`config.mk`:
```
export PLATFORM = sky130hd
export DESIGN_NAME = sobel_stream
export DESIGN_NICKNAME = d
export VERILOG_FILES = /design/src/rtl/sobel_stream.sv
export SDC_FILE = /design/constraint.sdc
export NUM_CORES = 2
export LEC_CHECK = 0
export CORE_MARGIN = 2
export CORE_UTILIZATION = 35
export DETAILED_ROUTE_END_ITERATION = 8
export PLACE_DENSITY_LB_ADDON = 0.15
export SYNTH_ARGS = -nofsm -noshare
export SYNTH_HDL_FRONTEND = slang
export SYNTH_SLANG_ARGS = --single-unit
```
`constraint.sdc`:
```
create_clock -name clk_200mhz -period 7.5 [get_ports clk_200mhz]
set_input_delay 1.5 -clock clk_200mhz [delete_from_list [all_inputs] [get_ports clk_200mhz]]
set_output_delay 1.5 -clock clk_200mhz [all_outputs]
set_load 0.01 [all_outputs]
```
`src/rtl/sobel_stream.sv`:
```
// Streaming 3x3 Sobel edge-magnitude engine: raster pixels in, one saturated
// (or thresholded) magnitude per interior pixel out, with row/frame markers.
module sobel_stream #(
    parameter int IMG_W    = 64,
    parameter int IMG_H    = 64,
    parameter int PIX_W    = 8,
    parameter int OUT_W    = 12,
    parameter int MAG_MODE = 0
) (
    input  logic             clk_200mhz,
    input  logic             reset,
    input  logic [PIX_W-1:0] pixel_in,
    input  logic             valid_in,
    input  logic             sof_in,
    output logic             ready_out,
    input  logic             thr_en,
    input  logic [OUT_W-1:0] threshold,
    output logic [OUT_W-1:0] pixel_out,
    output logic             valid_out,
    output logic             eol_out,
    output logic             eof_out,
    input  logic             ready_in
);

    localparam int CW = (IMG_W > 1) ? $clog2(IMG_W) : 1;
    localparam int RW = (IMG_H > 1) ? $clog2(IMG_H) : 1;
    localparam int DW = PIX_W + 1;
    localparam int GW = PIX_W + 3;
    localparam int AW = PIX_W + 2;
    localparam int MW = PIX_W + 3;
    localparam int EW = (MW > OUT_W) ? MW : OUT_W;
    localparam logic [CW-1:0] COL_LAST = CW'(IMG_W - 1);
    localparam logic [RW-1:0] ROW_LAST = RW'(IMG_H - 1);

    function automatic logic signed [GW-1:0] sext(input logic signed [DW-1:0] d);
        return {{(GW-DW){d[DW-1]}}, d};
    endfunction

    function automatic logic [AW-1:0] abs_val(input logic signed [GW-1:0] g);
        return AW'((g < 0) ? -g : g);
    endfunction

    function automatic logic [MW-1:0] magnitude(input logic [AW-1:0] ax, input logic [AW-1:0] ay);
        logic [AW-1:0] hi;
        logic [AW-1:0] lo;
        hi = (ax >= ay) ? ax : ay;
        lo = (ax >= ay) ? ay : ax;
        if (MAG_MODE == 0)
            return MW'(ax) + MW'(ay);
        else
            return MW'(hi) + MW'(lo >> 1);
    endfunction

    function automatic logic [OUT_W-1:0] saturate(input logic [MW-1:0] m);
        logic [EW-1:0] ext;
        ext = EW'(m);
        if (ext > EW'({OUT_W{1'b1}}))
            return '1;
        else
            return OUT_W'(ext);
    endfunction

    // Threshold compares against the unsaturated magnitude.
    function automatic logic [OUT_W-1:0] output_word(input logic on, input logic [OUT_W-1:0] thr,
                                                     input logic [MW-1:0] m);
        if (on)
            return (EW'(m) >= EW'(thr)) ? '1 : '0;
        else
            return saturate(m);
    endfunction

    logic            ce, acc;
    logic [CW-1:0]   col, eff_col;
    logic [RW-1:0]   row, eff_row;
    logic            win_ok, line_end, frame_end, at_origin;
    logic            thr_en_f;
    logic [OUT_W-1:0] thr_f;

    logic [PIX_W-1:0] lb1 [IMG_W];
    logic [PIX_W-1:0] lb2 [IMG_W];

    logic [PIX_W-1:0]        win_p0 [3][3];
    logic signed [DW-1:0]    dx_p1 [3];
    logic signed [DW-1:0]    dy_p1 [3];
    logic signed [GW-1:0]    gx_p2, gy_p2;
    logic [AW-1:0]           ax_p3, ay_p3;
    logic                    vld_p0, vld_p1, vld_p2, vld_p3;
    logic                    eol_p0, eol_p1, eol_p2, eol_p3;
    logic                    eof_p0, eof_p1, eof_p2, eof_p3;
    logic                    thr_on_p0, thr_on_p1, thr_on_p2, thr_on_p3;
    logic [OUT_W-1:0]        thr_p0, thr_p1, thr_p2, thr_p3;
    logic [OUT_W-1:0]        result_p3;

    assign ce        = ~valid_out | ready_in;
    assign ready_out = ce;
    assign acc       = valid_in & ce;
    assign eff_col   = sof_in ? '0 : col;
    assign eff_row   = sof_in ? '0 : row;
    assign win_ok    = (eff_col >= CW'(2)) && (eff_row >= RW'(2));
    assign line_end  = (eff_col == COL_LAST);
    assign frame_end = line_end && (eff_row == ROW_LAST);
    assign at_origin = (eff_col == '0) && (eff_row == '0);
    assign result_p3 = output_word(thr_on_p3, thr_p3, magnitude(ax_p3, ay_p3));

    always_ff @(posedge clk_200mhz or posedge reset) begin
        if (reset) begin
            col       <= '0;
            row       <= '0;
            thr_en_f  <= 1'b0;
            vld_p0    <= 1'b0;
            vld_p1    <= 1'b0;
            vld_p2    <= 1'b0;
            vld_p3    <= 1'b0;
            eol_p0    <= 1'b0;
            eol_p1    <= 1'b0;
            eol_p2    <= 1'b0;
            eol_p3    <= 1'b0;
            eof_p0    <= 1'b0;
            eof_p1    <= 1'b0;
            eof_p2    <= 1'b0;
            eof_p3    <= 1'b0;
            pixel_out <= '0;
            valid_out <= 1'b0;
            eol_out   <= 1'b0;
            eof_out   <= 1'b0;
        end else if (ce) begin
            if (acc) begin
                if (line_end) begin
                    col <= '0;
                    row <= (eff_row == ROW_LAST) ? '0 : eff_row + RW'(1);
                end else begin
                    col <= eff_col + CW'(1);
                    row <= eff_row;
                end
                if (at_origin)
                    thr_en_f <= thr_en;
            end
            vld_p0    <= acc & win_ok;
            eol_p0    <= acc & win_ok & line_end;
            eof_p0    <= acc & win_ok & frame_end;
            vld_p1    <= vld_p0;
            eol_p1    <= eol_p0;
            eof_p1    <= eof_p0;
            vld_p2    <= vld_p1;
            eol_p2    <= eol_p1;
            eof_p2    <= eof_p1;
            vld_p3    <= vld_p2;
            eol_p3    <= eol_p2;
            eof_p3    <= eof_p2;
            valid_out <= vld_p3;
            eol_out   <= eol_p3;
            eof_out   <= eof_p3;
            if (vld_p3)
                pixel_out <= result_p3;
        end
    end

    always_ff @(posedge clk_200mhz) begin
        if (ce) begin
            // S0: line buffers and window shift
            if (acc) begin
                lb1[eff_col] <= pixel_in;
                lb2[eff_col] <= lb1[eff_col];
                for (int r = 0; r < 3; r++) begin
                    win_p0[r][0] <= win_p0[r][1];
                    win_p0[r][1] <= win_p0[r][2];
                end
                win_p0[0][2] <= lb2[eff_col];
                win_p0[1][2] <= lb1[eff_col];
                win_p0[2][2] <= pixel_in;
                if (at_origin)
                    thr_f <= threshold;
                thr_on_p0 <= thr_en_f;
                thr_p0    <= thr_f;
            end
            // S1: column and row differences
            for (int i = 0; i < 3; i++) begin
                dx_p1[i] <= $signed({1'b0, win_p0[i][2]}) - $signed({1'b0, win_p0[i][0]});
                dy_p1[i] <= $signed({1'b0, win_p0[2][i]}) - $signed({1'b0, win_p0[0][i]});
            end
            thr_on_p1 <= thr_on_p0;
            thr_p1    <= thr_p0;
            // S2: weighted sums
            gx_p2     <= sext(dx_p1[0]) + (sext(dx_p1[1]) <<< 1) + sext(dx_p1[2]);
            gy_p2     <= sext(dy_p1[0]) + (sext(dy_p1[1]) <<< 1) + sext(dy_p1[2]);
            thr_on_p2 <= thr_on_p1;
            thr_p2    <= thr_p1;
            // S3: absolute values; S4 is the output register above
            ax_p3     <= abs_val(gx_p2);
            ay_p3     <= abs_val(gy_p2);
            thr_on_p3 <= thr_on_p2;
            thr_p3    <= thr_p2;
        end
    end

endmodule
```
==> out/qor.csv <==
metric;value;unit
syn-cell-area;52520;sq um
synthAdderAreaFrac;3.340;%
drtIter0Drc;4327;
endpoint_kind;flop;
antenna_left;0;
initial_core_util;35.15;%
synth_compound_area_share;10.10;%
synthToLayoutAreaGrowth;15.48;%
synth_mux_area_share;5.067;%
maxSlewViolCount;0;
synth.net_count;3383;
irDropWorstVdd;237.8;uV
drive_gt1_share;13.51;%
r2r-start;col[1];
grt_overflow_total;0;
clock_path_buffers;3;
syn-instance-count;3233;
hold_viol;0;
crit_required;7.90;ns
placed_area;56010;sq um
track_usage;23.34;%
finClkSkew;0.02708;ns
ys_ff_latch;1296;
die_h;391.4;um
r2r-end;lb1[61][6];
violations;max-capacitance violations;
clk_pin_slew_worst_paths;0.06;ns
design.die.area;153200;sq um
worstMarginPinSlew;1.490;ns
max_freq;184.1;MHz
coreArea;149400;sq um
drt_pass1_iterations;7;
cts_hold_buffers;0;
syn_avg_cell_area;16.24;sq um
totalWireLength;179700;um
cp-start-kind;flop;
synth.distinct_cells;79;
period_needed;5.431;ns
fp.dieW;391.4;um
routabilityCongestion;0.9332;
power_leakage;20.76;nW
clkSinkCount;1296;
worstPathArrival;5.83;ns
setup_tns;0;ns
status;complete, but fails checks;
grt_antenna_before_repair;9;
clk_latency;0.79;ns
post-route-drc-count;0;
max-cap-violations;1;
hold-path-cell-count;0;
maxSlewHeadroom;0.5500;%
setup_viol_count_final;0;
min_to;thr_p3[2];
first_global_vias;30460;
ys_seq_area_share;73.72;%
synth-xor-area-share;1.084;%
wl_per_cell;32.34;um
cts_tree;yes;
num_vias;31601;
htreeDepth;4;
cts_made_buffers;147;
final_nets;3572;
cp_max_fo;53;
boundaryPins;42;
vias_per_cell;5.687;
r2r_slack;2.07;ns
rows;142;
clockRootBuffer;clkbuf_16;
finalInstanceArea;60650;sq um
worstSetupPathType;reg2reg;
hold_path.class;reg2reg;
finalCritPeriodShare;72.42;%
yosys_most_used_dff;edfxtp_1;
ys_async_sr_fraction;3.086;%
cts-resized-gates;0;
dpl.hpwl;112500;um
rsz0062_at_grt;no;
portBuffers;41;
rr_worst_depth;5;
p_per_area;320.5;nW/um^2
yosys_warnings;0;
synthSimpleGateAreaFrac;4.322;%
grt_pass1_wl;247300;um
synth_edf_count;1256;
hold_path_startpoint;thr_p2[2];
post-cts-setup-buffers;0;
startpoint;col[1];
synth_top_family_by_area;compound AO/OA/AOI/OAI gates;
grt_max_degree;89;
kinds of logic (layout without fill, tap and decap cells):
group / count (synthesis) / after routing
AOI/OAI and AO/OA: 746 / 746
xor gates and xnor gates: 65 / 65
adders and majority gates: 124 / 124
buffers and inverters: 271 / 577
DFF: 1296 / 1296
muxes: 253 / 253
other: 0 / 2
and+or+nand+nor: 478 / 478
final cells by class:
| type | count | area [sq um] |
|---|---|---|
| timing repair buffer | 205 | 1649 |
| multi-input combinational | 1666 | 12700 |
| fill | 13568 | 88770 |
| sequential | 1296 | 38730 |
| tap | 2016 | 2522 |
| antenna | 2 | 5.005 |
| clock inverter | 83 | 706.9 |
| inverter | 106 | 400.4 |
| clock buffer | 183 | 3930 |
cells in the final DEF (no fill, tap or decap), types with 13 or more instances in the layout:
cell type	instances
a211oi_1	19
a21boi_0	15
a21o_1	16
a21oi_1	88
a221o_1	16
a221oi_1	33
a222oi_1	30
a22o_1	32
a22oi_1	129
a31oi_1	14
a32oi_1	15
buf_4	161
clkbuf_1	30
clkbuf_16	152
clkdlybuf4s50_1	32
clkinv_1	36
clkinv_2	22
dfrtp_1	37
edfxtp_1	1256
fa_1	27
ha_1	97
inv_1	102
mux2_2	45
mux2i_1	201
nand2_1	117
nand2b_1	23
nand3_1	18
nand4_1	14
nor2_1	168
nor2b_1	31
nor3_1	27
o21ai_0	133
o221ai_1	15
o22a_1	15
o22ai_1	82
o2bb2ai_1	13
or3_1	14
xnor2_1	47
xor2_1	18
worst max-delay path, cell delays in order (launching register included):
cell      delay (ns)
dfrtp_4         0.76
buf_12          0.32
nand2b_1        0.68
nor2_2          1.36
nand2_1         0.72
nor2_2          1.03
power by group:
| group | leakage [nW] | switching [W] | internal [W] |
|---|---|---|---|
| combinational | 6.35 | 0.00225 | 0.00133 |
| sequential | 12.1 | 0.000268 | 0.00859 |
| clock | 2.27 | 0.00294 | 0.00406 |
cell usage after synthesis (all sizes together), types with 10 or more instances:
| cell type | n | area share (%) |
|---|---|---|
| o22ai | 82 | 0.98 |
| nor3 | 29 | 0.28 |
| a31oi | 14 | 0.17 |
| ha | 97 | 2.3 |
| nand2 | 117 | 0.84 |
| o22a | 15 | 0.25 |
| edfxtp | 1256 | 72 |
| a21oi | 88 | 0.84 |
| a221o | 16 | 0.30 |
| nand4 | 14 | 0.17 |
| o221ai | 15 | 0.25 |
| dfrtp | 40 | 1.9 |
| a2111oi | 12 | 0.22 |
| o21ai | 133 | 1.3 |
| o2bb2ai | 13 | 0.22 |
| a22oi | 131 | 1.9 |
| a22o | 32 | 0.53 |
| mux2i | 201 | 3.8 |
| nand3 | 19 | 0.18 |
| a21o | 17 | 0.24 |
| clkbuf | 59 | 0.42 |
| nor2b | 38 | 0.45 |
| fa | 27 | 1.0 |
| mux2 | 47 | 1.0 |
| nand2b | 25 | 0.30 |
| xnor2 | 47 | 0.78 |
| xor2 | 18 | 0.30 |
| a211oi | 19 | 0.27 |
| a32oi | 16 | 0.27 |
| o31ai | 10 | 0.14 |
| buf | 106 | 1.2 |
| a222oi | 30 | 0.57 |
| a211o | 12 | 0.20 |
| or3 | 14 | 0.17 |
| a221oi | 33 | 0.55 |
| a21boi | 15 | 0.21 |
| nor2 | 177 | 1.3 |
| inv | 106 | 0.76 |
per-layer routing:
metal  GRT usage [%]  wire length (um)  part of all wire (%)  vias up
met5               0                13                0.0072        -
met4           9.709              8489                   4.7        2
met3           5.682             17490                   9.7      411
met2           35.46             79790                    44     1738
met1           31.96             73920                    41    16259
li1                -                 -                     -    13191
stage by stage:
step	utilization [%]	hold WS [ns]	cells	power (W)	worst slack, ns
final	40.59	0.4164	5557	0.01944	2.069
after global routing	40.58	0.4236	5555	0.02021	2.224
after CTS	40.58	0.4159	5555	0.01957	2.224
after detailed placement	37.48	0.4045	5289	0.01259	1.686
after global placement	37.48	0.4033	5289	0.01257	1.676
after floorplan	-	0.4003	3233	0.01116	0.2842
worst max-delay path by stage:
| stage | endpoint | slack (ns) | depth (start not counted) |
|---|---|---|---|
| 2_1_floorplan | ready_out | 0.28 | 3 |
| 5_1_grt | lb1[61][6] | 2.22 | 4 |
| 6_report | lb1[61][6] | 2.07 | 5 |
| 3_5_place_dp | lb2[23][6] | 1.69 | 11 |
| 3_3_place_gp | lb2[16][6] | 1.68 | 11 |
| 4_1_cts | lb2[61][6] | 2.22 | 4 |
flip-flops by register name (all words and copies together) (netlist names), 10 cells and up:
name,flops
ax_p3,10
ay_p3,10
dx_p1,27
dy_p1,27
gx_p2,11
gy_p2,11
lb1,512
lb2,512
pixel_out,12
thr_f,12
thr_p0,12
thr_p1,12
thr_p2,12
thr_p3,12
win_p0,72
(Power assumes the default switching activity.)
